### src/rtl/trap_pkg.sv
// Shared types and constants for the M-mode trap sequencer.
// States, CSR addresses, cause codes and mstatus bit positions.
package trap_pkg;

  typedef enum logic [2:0] {
    S_IDLE,
    S_DRAIN,
    S_W_EPC,
    S_W_CAUSE,
    S_W_TVAL,
    S_W_STAT,
    S_R_STAT,
    S_REDIR
  } trap_state_t;

  localparam logic [11:0] CSR_MSTATUS = 12'h300;
  localparam logic [11:0] CSR_MEPC    = 12'h341;
  localparam logic [11:0] CSR_MCAUSE  = 12'h342;
  localparam logic [11:0] CSR_MTVAL   = 12'h343;

  // Exception codes; the interrupt flag (MSB) is added by the user.
  localparam int unsigned CAUSE_ILLEGAL   = 2;
  localparam int unsigned CAUSE_ECALL_M   = 11;
  localparam int unsigned CAUSE_M_EXT_IRQ = 11;

  localparam int MIE_BIT  = 3;
  localparam int MPIE_BIT = 7;
  localparam int MPP_LSB  = 11;

endpackage

### src/rtl/trap_sequencer.sv
// M-mode trap entry / mret controller beside the ID stage.
// Drains the pipe, writes CSRs serially, then redirects the PC.
module trap_sequencer
  import trap_pkg::*;
#(
  parameter int XLEN         = 32,
  parameter int DRAIN_CYCLES = 2
) (
  input  logic            clk,
  input  logic            Rst,
  input  logic            illegal_ins,
  input  logic            ecall,
  input  logic            trap_ret,
  input  logic            irq_ext,
  input  logic [XLEN-1:0] pc_id,
  input  logic [XLEN-1:0] ins_id,
  input  logic [XLEN-1:0] mstatus_q,
  input  logic [XLEN-1:0] mtvec_q,
  input  logic [XLEN-1:0] mepc_q,
  output logic            busy,
  output logic            flush,
  output logic            csr_we,
  output logic [11:0]     csr_waddr,
  output logic [XLEN-1:0] csr_wdata,
  output logic            pc_redirect,
  output logic [XLEN-1:0] pc_target
);

  localparam int CW = (DRAIN_CYCLES > 1) ? $clog2(DRAIN_CYCLES) : 1;
  localparam logic [CW-1:0] CNT_LAST = CW'(DRAIN_CYCLES - 1);

  trap_state_t     r_state;
  logic [CW-1:0]   r_cnt;
  logic [XLEN-1:0] r_pc;
  logic [XLEN-1:0] r_tval;
  logic [XLEN-1:0] r_cause;
  logic            r_ret;

  logic            w_ill;
  logic            w_ecall;
  logic            w_ret;
  logic            w_irq;
  logic            w_take;
  logic [XLEN-1:0] w_cause;
  logic [XLEN-1:0] w_stat_trap;
  logic [XLEN-1:0] w_stat_ret;

  // Fixed priority: illegal > ecall > mret > enabled interrupt
  assign w_ill   = illegal_ins;
  assign w_ecall = ecall & ~illegal_ins;
  assign w_ret   = trap_ret & ~illegal_ins & ~ecall;
  assign w_irq   = irq_ext & mstatus_q[MIE_BIT]
                 & ~illegal_ins & ~ecall & ~trap_ret;
  assign w_take  = w_ill | w_ecall | w_ret | w_irq;

  always_comb begin
    w_cause = '0;
    unique case (1'b1)
      w_ill:   w_cause = XLEN'(CAUSE_ILLEGAL);
      w_ecall: w_cause = XLEN'(CAUSE_ECALL_M);
      w_irq:   w_cause = {1'b1, (XLEN-1)'(CAUSE_M_EXT_IRQ)};
      default: w_cause = '0;
    endcase
  end

  always_comb begin
    w_stat_trap = mstatus_q;
    w_stat_trap[MPIE_BIT] = mstatus_q[MIE_BIT];
    w_stat_trap[MIE_BIT] = 1'b0;
    w_stat_trap[MPP_LSB+1:MPP_LSB] = 2'b11;
    w_stat_ret = mstatus_q;
    w_stat_ret[MIE_BIT] = mstatus_q[MPIE_BIT];
    w_stat_ret[MPIE_BIT] = 1'b1;
    w_stat_ret[MPP_LSB+1:MPP_LSB] = 2'b11;
  end

  always_ff @(posedge clk) begin
    if (!Rst) begin
      r_state <= S_IDLE;
      r_cnt   <= '0;
      r_pc    <= '0;
      r_tval  <= '0;
      r_cause <= '0;
      r_ret   <= 1'b0;
    end else begin
      unique case (r_state)
        S_IDLE: begin
          r_cnt <= '0;
          if (w_take) begin
            r_pc    <= pc_id;
            r_tval  <= w_ill ? ins_id : '0;
            r_cause <= w_cause;
            r_ret   <= w_ret;
            r_state <= S_DRAIN;
          end
        end
        S_DRAIN: begin
          if (r_cnt == CNT_LAST) begin
            r_cnt   <= '0;
            r_state <= r_ret ? S_R_STAT : S_W_EPC;
          end else begin
            r_cnt <= r_cnt + 1'b1;
          end
        end
        S_W_EPC:   r_state <= S_W_CAUSE;
        S_W_CAUSE: r_state <= S_W_TVAL;
        S_W_TVAL:  r_state <= S_W_STAT;
        S_W_STAT:  r_state <= S_REDIR;
        S_R_STAT:  r_state <= S_REDIR;
        S_REDIR:   r_state <= S_IDLE;
        default:   r_state <= S_IDLE;
      endcase
    end
  end

  assign busy  = (r_state != S_IDLE);
  assign flush = (r_state != S_IDLE);

  always_comb begin
    csr_we      = 1'b0;
    csr_waddr   = '0;
    csr_wdata   = '0;
    pc_redirect = 1'b0;
    pc_target   = '0;
    unique case (r_state)
      S_W_EPC: begin
        csr_we    = 1'b1;
        csr_waddr = CSR_MEPC;
        csr_wdata = r_pc;
      end
      S_W_CAUSE: begin
        csr_we    = 1'b1;
        csr_waddr = CSR_MCAUSE;
        csr_wdata = r_cause;
      end
      S_W_TVAL: begin
        csr_we    = 1'b1;
        csr_waddr = CSR_MTVAL;
        csr_wdata = r_tval;
      end
      S_W_STAT: begin
        csr_we    = 1'b1;
        csr_waddr = CSR_MSTATUS;
        csr_wdata = w_stat_trap;
      end
      S_R_STAT: begin
        csr_we    = 1'b1;
        csr_waddr = CSR_MSTATUS;
        csr_wdata = w_stat_ret;
      end
      S_REDIR: begin
        pc_redirect = 1'b1;
        pc_target   = r_ret ? mepc_q : (mtvec_q & ~XLEN'(3));
      end
      default: ;
    endcase
  end

endmodule

### config.mk
export PLATFORM = sky130hd
export DESIGN_NAME = trap_sequencer
export DESIGN_NICKNAME = d
export VERILOG_FILES = /design/src/rtl/trap_pkg.sv /design/src/rtl/trap_sequencer.sv
export SDC_FILE = /design/constraint.sdc
export NUM_CORES = 1
export LEC_CHECK = 0
export BUFFER_PORTS_ARGS = -buffer_cell sky130_fd_sc_hd__buf_2
export CAP_MARGIN = 40
export CORE_MARGIN = 2
export CORE_UTILIZATION = 40
export DETAILED_ROUTE_END_ITERATION = 10
export PLACE_DENSITY = 0.79
export SYNTH_ARGS = -nofsm -noshare
export SYNTH_HDL_FRONTEND = slang
export SYNTH_SLANG_ARGS = --single-unit
### constraint.sdc
create_clock -name clk -period 5.2 [get_ports clk]
set_input_delay 0 -clock clk [delete_from_list [all_inputs] [get_ports clk]]
set_output_delay 0 -clock clk [all_outputs]
set_load 0.01 [all_outputs]
==> results.sh <==
export IMPL_status="finished clean"
export IMPL_row_count=36
export IMPL_critPathLaunchType="flip-flop"
export IMPL_die_area_um2=10800
export IMPL_crit_family="simple AND/OR/NAND/NOR gates"
export IMPL_clock_power_share_pct=19.9
export IMPL_seq_power_share_pct=39.7
export IMPL_skew_ps=13.7
export IMPL_ys_async_sr_fraction_pct=0
export IMPL_critPathMaxStageDelay_ps=730
export IMPL_hpwl_um=9580
export IMPL_finalNetCount=951
export IMPL_clk_insertion_delay_late_ps=340
export IMPL_placed_cells=836
export IMPL_vias=4894
export IMPL_max_cap_violations=0
export IMPL_p_total_mw=1.96
export IMPL_avgSynthCellArea_um2=7.88
export IMPL_ys_types=42
export IMPL_path_clk_slew_ps=80
export IMPL_worstReg2RegStart="r_state[1]"
export IMPL_grt_pass1_vias=4676
export IMPL_yosys_register_bits=72
export IMPL_yosys_warnings=0
export IMPL_tns_ps=0
export IMPL_timing_fmax_ghz=0.416
export IMPL_syn_to_final_growth_pct=50.4
export IMPL_yosysMostFrequentCell="nand2_1"
export IMPL_swShare_pct=38.2
export IMPL_clock_path_buffers=2
export IMPL_initialDrtViolationCount=528
export IMPL_criticalPathCategory="reg2out"
export IMPL_crit_start="r_state[2]"
export IMPL_core_area_um2=9770
export IMPL_hold_viol_final=0
export IMPL_antenna_found_initial=0
export IMPL_cp_depth=3
export IMPL_arrival_ps=2410
export IMPL_ant_nets=0
export IMPL_gp_congestion=1.04
export IMPL_vdd_drop_max_mv=0.195
export IMPL_netSwitchingPower_mw=0.748
export IMPL_gr_total_overflow=0
export IMPL_post_cts_setup_buffers=0
export IMPL_slew_headroom_pct=37.0
export IMPL_yosys_top_cells_count="nand2_1 (108), dfxtp_1 (72), mux2i_1 (63)"
export IMPL_final_util_pct=61.7
export IMPL_power_leakage_nw=3.08
export IMPL_r2r_slack_ps=2830
export IMPL_cts_root_buf="clkbuf_8"
export IMPL_via_per_inst=5.33
export IMPL_wl_per_cell_um=16.4
export IMPL_hp_class="in2reg"
export IMPL_h_tree_depth=3
export IMPL_drc_errors=0
export IMPL_fin_crit_sh_pct=46.3
export IMPL_rsz0062_at_grt="false"
export IMPL_synthCells=509
export IMPL_cts_tree="built"
export IMPL_power_density_nw_per_um2=324
export IMPL_firstDrtPassIters=8
export IMPL_crit_buf_inv=1
export IMPL_endpoint_kind="output port"
export IMPL_initial_core_util_pct=41.0
export IMPL_grt_pass1_wl_um=23200
export IMPL_die_h_um=104
export IMPL_slew_viol_final=0
export IMPL_io_pins=246
export IMPL_clock_sinks=72
export IMPL_comb_power_share_pct=40.4
export IMPL_drive_above_1_share_pct=34.1
export IMPL_track_usage_pct=26.5
export IMPL_endpoint="pc_target[13]"
export IMPL_synth_edff_count=0
export IMPL_cp_data_required_time_ps=5200
export IMPL_intPower_mw=1.21
export IMPL_ys_top_cells_by_area="dfxtp_1 (36%), mux2i_1 (16%), nand2_1 (10%)"
export IMPL_cp_cell_sequence="nand2_1 > nor2_1 > buf_2"
export IMPL_period_needed_ps=2410
export IMPL_yosysTopAreaCell="dfxtp_1"
export IMPL_synth_seq_area_share_pct=35.9
export IMPL_r2r_end="r_cause[3]"
export IMPL_stdcell_count=919
export IMPL_crit_fanout=31
export IMPL_grt_max_degree=72
export IMPL_synth_top_area_share_pct=35.9
export IMPL_portBuffers=234
export IMPL_cts_inserted_buffers=9
export IMPL_critPathSlowestCell="nand2_1"
export IMPL_tightest_slew_ps=943
export IMPL_finalWirelength_um=15100
export IMPL_synth_flop_cell="dfxtp_1"
export IMPL_setup_viol=0
export IMPL_fill_cells=842
export IMPL_die_w_um=104
export IMPL_syn_area_um2=4010
export IMPL_num_antenna_cells=0
export IMPL_ff2ff_path_depth=7
-- worst min path at each step --
stage	start	slack, ps	depth (start not counted)	endpoint
detailed placement	ins_id[27]	250	3	r_tval[27]
global route	mstatus_q[3]	40	3	r_cause[31]
global placement	ins_id[27]	240	3	r_tval[27]
CTS	mstatus_q[3]	20	3	r_cause[31]
finish	mstatus_q[3]	40	3	r_cause[31]
floorplan	mstatus_q[10]	130	2	csr_wdata[10]
-- registers in the layout, indices dropped and copies added, names as in the netlist --
name     count
r_tval      32
r_cnt        1
r_pc        32
r_cause      3
r_ret        1
r_state      3
-- kinds of logic (layout without fill, tap and decap cells) --
logic type	after synthesis	count (layout)	share of synthesized area (%)
simple gates	160	160	16.0
compound gates	122	122	20.9
fa+ha+maj	4	4	1.25
other cells	1	7	0.0935
buf+inv	87	358	10.1
mux	63	63	15.7
flops	72	72	35.9
-- routing by layer --
metal | track usage (%) | vias to the layer above | wire (um)
met1 | 32.8 | 2278 | 6050
met3 | 6.64 | 34 | 1290
li1 | - | 2293 | -
met2 | 44.7 | 289 | 7360
met5 | 0 | - | 0
met4 | 9.56 | 0 | 340
-- power by group through the flow --
stage	Sequential (mW)	Clock, mW	Combinational (mW)
floorplan	0.757	0	0.558
global placement	0.785	0	0.705
detailed placement	0.794	0	0.729
CTS	0.782	0.405	0.770
global route	0.789	0.426	0.859
finish	0.776	0.390	0.790
-- area by class of cell --
cell class | instances | area, um^2 | share of cell area (%)
multi-input cells | 356 | 2200 | 36.4
repair buffers | 309 | 1930 | 32.0
flip-flops and latches | 72 | 1440 | 23.9
well taps | 133 | 166 | 2.76
clock buffers | 10 | 128 | 2.12
inverters | 33 | 124 | 2.05
clock inverters | 6 | 43.8 | 0.726
-- worst register-to-register path: stages (launching register included) --
cell and delay, ps:
dfxtp_1 420, inv_1 90, ha_1 280, and2b_1 230, inv_2 530, nor2_4 70
buf_4 320, o221a_2 340
-- cells in the final DEF, fill, tap and decap left out, types with 3 or more instances in the layout --
cell type,Yosys,final
a222oi_1,25,25
mux2i_1,63,63
inv_1,31,31
dlygate4sd3_1,0,66
nand2_1,108,108
nor2_1,34,34
a21oi_1,38,38
ha_1,4,4
o21ai_0,38,38
conb_1,1,7
a22oi_1,4,4
clkbuf_8,0,9
o211ai_1,3,3
nand3_1,7,7
buf_2,6,234
buf_4,10,7
dfxtp_1,72,71
a221o_1,3,3
-- through the flow --
step | hold slack (ps) | cell area (um^2) | worst slack (ps)
2_1_floorplan | 129 | 4030 | 3530
6_report | 40.9 | 6030 | 2790
3_5_place_dp | 245 | 5180 | 2800
4_1_cts | 16.3 | 6010 | 2800
3_3_place_gp | 241 | 5150 | 2870
5_1_grt | 44.8 | 6030 | 2640
-- timing repair --
item                                   CTS  global route
hold buffers                            66             0
gates resized for setup                  0             0
endpoints found under the hold margin   66             0
No activity file was read; power rests on OpenSTA's default activity.
